## src/rtl/positadd_arbiter_es3.sv

```systemverilog
// Shares one positadd_4_raw_es3 pipeline among NREQ requesters: round-robin issue,
// a tag shift register that follows the adder latency, and credit-guarded result FIFOs.
module positadd_arbiter_es3 #(
   parameter int unsigned NREQ                           = 4,
   parameter int unsigned LAT                            = 4,
   parameter int unsigned DEPTH                          = 4,
   parameter int unsigned POSIT_SERIALIZED_WIDTH_ES3     = 16,
   parameter int unsigned POSIT_SERIALIZED_WIDTH_SUM_ES3 = 17
) (
   input  logic                                           clk,
   input  logic                                           reset,
   input  logic [NREQ-1:0]                                req_valid,
   output logic [NREQ-1:0]                                req_ready,
   input  logic [NREQ*POSIT_SERIALIZED_WIDTH_ES3-1:0]     req_in1,
   input  logic [NREQ*POSIT_SERIALIZED_WIDTH_ES3-1:0]     req_in2,
   output logic [NREQ-1:0]                                res_valid,
   input  logic [NREQ-1:0]                                res_ready,
   output logic [NREQ*POSIT_SERIALIZED_WIDTH_SUM_ES3-1:0] res_data,
   output logic [POSIT_SERIALIZED_WIDTH_ES3-1:0]          add_in1,
   output logic [POSIT_SERIALIZED_WIDTH_ES3-1:0]          add_in2,
   output logic                                           add_start,
   input  logic [POSIT_SERIALIZED_WIDTH_SUM_ES3-1:0]      add_result,
   input  logic                                           add_done,
   output logic                                           err
);

   localparam int unsigned PW = POSIT_SERIALIZED_WIDTH_ES3;
   localparam int unsigned SW = POSIT_SERIALIZED_WIDTH_SUM_ES3;
   localparam int unsigned IW = (NREQ > 1) ? $clog2(NREQ) : 1;
   localparam int unsigned AW = (DEPTH > 1) ? $clog2(DEPTH) : 1;
   localparam int unsigned CW = $clog2(DEPTH + 1);
   localparam int unsigned BW = $clog2(LAT + 1);

   logic [IW-1:0]   ptr_q;
   logic [IW-1:0]   grant;
   logic            found;
   logic            accept;
   logic [NREQ-1:0] elig;
   logic [NREQ-1:0] push;
   logic [NREQ-1:0] pop;
   logic [CW-1:0]   credit_q [NREQ];
   logic [CW-1:0]   cnt_q    [NREQ];
   logic [AW-1:0]   rd_q     [NREQ];
   logic [AW-1:0]   wr_q     [NREQ];
   logic [SW-1:0]   mem_q    [NREQ][DEPTH];
   logic [IW:0]     tag_q    [LAT];
   logic [BW-1:0]   blank_q;
   logic            err_q;
   logic            tail_v;
   logic [IW-1:0]   tail_id;
   logic            blanked;
   logic            do_write;
   logic            mismatch;

   function automatic logic [AW-1:0] wrap_inc(input logic [AW-1:0] p);
      return (p == AW'(DEPTH - 1)) ? '0 : p + 1'b1;
   endfunction

   always_comb begin
      int unsigned idx;
      idx   = 0;
      found = 1'b0;
      grant = '0;
      for (int i = 0; i < NREQ; i++) begin
         elig[i] = req_valid[i] && (credit_q[i] < CW'(DEPTH));
      end
      // First eligible index at or after the pointer, wrapping around.
      for (int k = 0; k < NREQ; k++) begin
         idx = {{(32 - IW){1'b0}}, ptr_q} + k;
         if (idx >= NREQ) idx = idx - NREQ;
         if (!found && elig[IW'(idx)]) begin
            found = 1'b1;
            grant = IW'(idx);
         end
      end
   end

   assign accept    = found && !reset;
   assign req_ready = accept ? (NREQ'(1) << grant) : '0;
   assign add_start = accept;
   assign add_in1   = accept ? req_in1[grant*PW +: PW] : '0;
   assign add_in2   = accept ? req_in2[grant*PW +: PW] : '0;

   assign tail_v   = tag_q[LAT-1][IW];
   assign tail_id  = tag_q[LAT-1][IW-1:0];
   // The adder is not reset; its output is meaningless until the window expires.
   assign blanked  = (blank_q != '0) || reset;
   assign do_write = add_done && tail_v && !blanked;
   assign mismatch = (add_done != tail_v) && !blanked;
   assign err      = err_q;

   always_comb begin
      res_data = '0;
      for (int i = 0; i < NREQ; i++) begin
         push[i]      = do_write && (tail_id == IW'(i));
         res_valid[i] = (cnt_q[i] != '0) && !reset;
         pop[i]       = res_valid[i] && res_ready[i];
         res_data[i*SW +: SW] = reset ? '0 : mem_q[i][rd_q[i]];
      end
   end

   always_ff @(posedge clk) begin
      if (reset) begin
         ptr_q   <= '0;
         err_q   <= 1'b0;
         blank_q <= BW'(LAT);
         for (int s = 0; s < LAT; s++) tag_q[s] <= '0;
         for (int i = 0; i < NREQ; i++) begin
            credit_q[i] <= '0;
            cnt_q[i]    <= '0;
            rd_q[i]     <= '0;
            wr_q[i]     <= '0;
         end
      end else begin
         if (accept) ptr_q <= (grant == IW'(NREQ - 1)) ? '0 : grant + 1'b1;
         tag_q[0] <= {accept, grant};
         for (int s = 1; s < LAT; s++) tag_q[s] <= tag_q[s-1];
         if (blank_q != '0) blank_q <= blank_q - 1'b1;
         if (mismatch) err_q <= 1'b1;
         for (int i = 0; i < NREQ; i++) begin
            if (accept && (grant == IW'(i)) && !pop[i]) begin
               credit_q[i] <= credit_q[i] + 1'b1;
            end else if (!(accept && (grant == IW'(i))) && pop[i]) begin
               credit_q[i] <= credit_q[i] - 1'b1;
            end
            if (push[i]) wr_q[i] <= wrap_inc(wr_q[i]);
            if (pop[i]) rd_q[i] <= wrap_inc(rd_q[i]);
            cnt_q[i] <= cnt_q[i] + CW'(push[i]) - CW'(pop[i]);
         end
      end
   end

   always_ff @(posedge clk) begin
      for (int i = 0; i < NREQ; i++) begin
         if (push[i]) mem_q[i][wr_q[i]] <= add_result;
      end
   end

endmodule

```

## config.mk

```make
export PLATFORM = sky130hd
export DESIGN_NAME = positadd_arbiter_es3
export DESIGN_NICKNAME = d
export VERILOG_FILES = /design/src/rtl/positadd_arbiter_es3.sv
export SDC_FILE = /design/constraint.sdc
export NUM_CORES = 1
export LEC_CHECK = 0
export CAP_MARGIN = 5
export CELL_PAD_IN_SITES_DETAIL_PLACEMENT = 1
export CELL_PAD_IN_SITES_GLOBAL_PLACEMENT = 1
export CORE_MARGIN = 10
export CORE_UTILIZATION = 40
export CTS_CLUSTER_SIZE = 24
export DETAILED_ROUTE_END_ITERATION = 10
export PLACE_DENSITY_LB_ADDON = 0.1
export SETUP_SLACK_MARGIN = 0.3
export SYNTH_ARGS = -nofsm -noshare
export SYNTH_HDL_FRONTEND = slang
export SYNTH_SLANG_ARGS = --single-unit
```

## constraint.sdc

```tcl
create_clock -name clk -period 2.82 [get_ports clk]
set_clock_uncertainty 0.1 [all_clocks]
set_input_delay 0.564 -clock clk [delete_from_list [all_inputs] [get_ports clk]]
set_output_delay 0.564 -clock clk [all_outputs]
set_load 0.1 [all_outputs]
```

==> qor.txt <==
Post-layout minimum cycle time: 3.22 ns
Worst slack at placement: -0.536 ns
DRT Pass-1 Iters: 4
Flop pwr share: 30.3%
Kind of start point of the critical path: register
Number of antenna violations at the first check in global routing: 2
Hold Vio Cnt, Final: 0
Maximum clock path buffer count: 3
Largest net degree at the start of global routing: 41
GPL Wtd Cong: 0.796
Clk_lat worst skew: 0.51 ns
Arr. time, crit path: 2.56 ns
Yosys warnings: 0
Residual DRC: 0
Reg clk slew, reported paths: 0.06 ns
Cell Pwr Density: 815 nW/um2
Via count: 9141
Worst Hold Class: register to register
Syn_nets: 1062
CTS tree: done
PortBufs: 265
CP Max Fanout: 8
Vias in the first global route: 10211
Clock Tree Root: clkbuf_16
RSZ-0062 raised after global routing: true
First-pass GRT wire length: 64000 um
Final ANT Viol Nets: 0
Initial DRC Count: 315
Int Pwr: 12.0 mW
Pleak: 8.26 nW
Die Y-Extent: 209 um
Max-cap viol count: 0
Nets: 1456
Hold Slack: 0.338 ns
Gate Count Post-Synth: 865
Peak supply drop: 0.000639 V
Boundary Pins: 266
All-Layer GR Usage: 18.8%
Clk network pwr share: 24.1%
Final worst setup slack: -0.404 ns
Die W: 209 um
Worst relative slew slack: 54.8%
Syn Area/Cell: 16.6 um2
Clock buffer count from CTS: 36
Via density per instance: 5.23
Failing checks: negative setup slack
Psw: 6.91 mW
Fmax: 310 MHz
Tcrit/Tclk final: 114%
WP data required: 2.16 ns
Status: finished, violations left
Total number of H-tree levels: 2
Sw frac: 36.5%
Wire per inst: 24.9 um
# setup viols final: 36
Core ar.: 35500 um2
Setup CP Type: register to output port
Worst-Margin Slew: 0.676 ns
Count of cell types in the netlist: 49
Post-synthesis sequential area ratio: 66.9%
P&R area growth vs syn: 61.6%
Share of cells above drive strength 1: 46.8%
Initial Utilization: 40.5%
Synth Register Bits: 330
Final Max Tran Viols: 0
CTS sink count: 330
Fill count: 3044
Combinational group share of total power: 45.6%
Final wirelength: 43600 um
GRT overflow: 0
Placed instance count: 1635
Die area: 43900 um2
Dpl hpwl: 29100 um
Final Total Pwr: 18.9 mW
Post-synthesis cell area: 14400 um2
Fin cells: 1748
Worst Setup End Kind: output port
Row Count: 69
-- cell usage in the layout (no fill, tap or decap), drive strengths merged, types with 3 or more instances in the layout --
cell type / instances
ha: 34
a21oi: 10
a211oi: 4
clkbuf: 49
nor2b: 86
a22oi: 33
xnor2: 9
nand3b: 5
nand3: 3
inv: 45
o21ai: 6
and3: 6
nand2b: 10
nor2: 27
edfxtp: 300
o22ai: 32
bufinv: 3
dfxtp: 30
xor2: 4
and2: 13
clkdlybuf4s50: 152
clkinv: 16
fa: 7
nand2: 10
mux4: 69
or2: 4
nor3b: 9
buf: 242
nor3: 12
mux2i: 36
-- per-stage QoR --
step                      TNS, ns  instance area (um2)  utilization (%)
final                      -12.79                23200             65.4
after global placement     -18.41                20700             58.4
after CTS                  -13.70                22500             63.4
after detailed placement   -24.57                20700             58.4
after floorplan            -0.501                15700                -
after global routing       -16.75                23200             65.4
-- sequential cells by signal, indices dropped and copies added (netlist names) --
signal and count:
credit_q 12, ptr_q 2, cnt_q 12, wr_q 8, tag_q 12, err 1
mem_q 272, blank_q 3, rd_q 8
-- synthesized netlist by cell type (all sizes together) --
cell type	instances	area, um2
and3	6	37.5
nor4b	1	8.76
and3b	2	17.5
nand2	10	42.5
a41o	1	11.3
nor4	2	12.5
o21a	1	7.51
buf	24	134
o22ai	32	200
a31oi	1	6.26
a211oi	4	35.0
mux4	69	1550
a22oi	33	248
nor3b	9	67.6
or2	4	25.0
and2b	1	7.51
and4bb	1	12.5
ha	34	425
and2	13	81.3
nand2b	10	62.6
nand3	3	15.0
fa	7	140
mux2i	36	360
nand3b	5	37.5
xnor2	9	78.8
o31ai	2	20.0
clkbuf	23	86.3
nor2	27	101
a21o	1	7.51
o21ai	6	33.8
o211a	1	10.0
inv	43	164
nor2b	86	538
nand4	1	6.26
dfxtp	30	601
nor3	12	60.1
a311o	1	10.0
edfxtp	300	9010
xor2	4	35.0
a21oi	10	50.1
-- final cells by class --
type | instances | area [um2] | share of cell area, %
Timing Repair inverter | 2 | 60.1 | 0.259
Clock inverter | 21 | 200 | 0.862
Inverter | 43 | 203 | 0.873
Multi-Input combinational cell | 445 | 6110 | 26.3
Sequential cell | 330 | 9610 | 41.4
Tap cell | 461 | 577 | 2.49
Clock buffer | 44 | 941 | 4.05
Timing Repair Buffer | 401 | 5510 | 23.7
Antenna cell | 1 | 2.50 | 0.0108
-- path summary, 6_finish.rpt --
check	cells past startpoint	endpoint	slack, ns	startpoint
hold reg to reg	1	tag_q[0][4]	0.34	tag_q[0][1]
setup reg to reg	11	credit_q[1][2]	0.09	credit_q[2][2]
setup / recovery	10	add_in2[15]	-0.40	credit_q[2][2]
hold / removal	1	tag_q[0][4]	0.34	tag_q[0][1]
-- cell families (layout without fill, tap and decap cells) --
kind of cell,after synthesis,count (layout),share of synthesized area [%]
buf+inv,90,511,2.67
fa+ha+maj,41,41,3.94
compound gates,93,93,4.45
simple gates,193,193,7.89
mux,105,105,13.3
flops,330,330,66.9
other cells,0,1,0
xor+xnor,13,13,0.793
-- timing repair --
action / in CTS / in global routing
pin swaps: 7 / 17
gates cloned: 7 / 6
gates resized for setup: 71 / 99
buffers inserted: 22 / 12
hold buffers: 0 / 0
endpoints found under the setup margin: 119 / 130
-- per-layer routing --
metal  vias up  track usage (%)  share of wire, %
li1       4161                -                 -
met1      4700             21.2                38
met2       228             34.4                54
met3        50             5.63               6.1
met4         2             3.99               2.1
met5         -                0             0.030
-- worst max-delay path, cell delays in order, from the launching register on --
cell,delay (ns)
edfxtp_1,0.50
buf_6,0.17
nor2b_4,0.13
buf_6,0.14
a21oi_4,0.06
o211a_4,0.29
buf_12,0.17
a22oi_2,0.18
buf_4,0.14
o22ai_4,0.07
buf_12,0.18
-- power by group through the flow --
stage	Clock [mW]	Combinational, mW	Sequential (mW)
6_report	4.56	8.63	5.72
5_1_grt	4.91	9.03	5.75
4_1_cts	4.67	8.02	5.72
3_5_place_dp	0	7.50	5.83
3_3_place_gp	0	7.41	5.82
2_1_floorplan	0	4.88	5.80
Power figures use the tool's default switching activity.
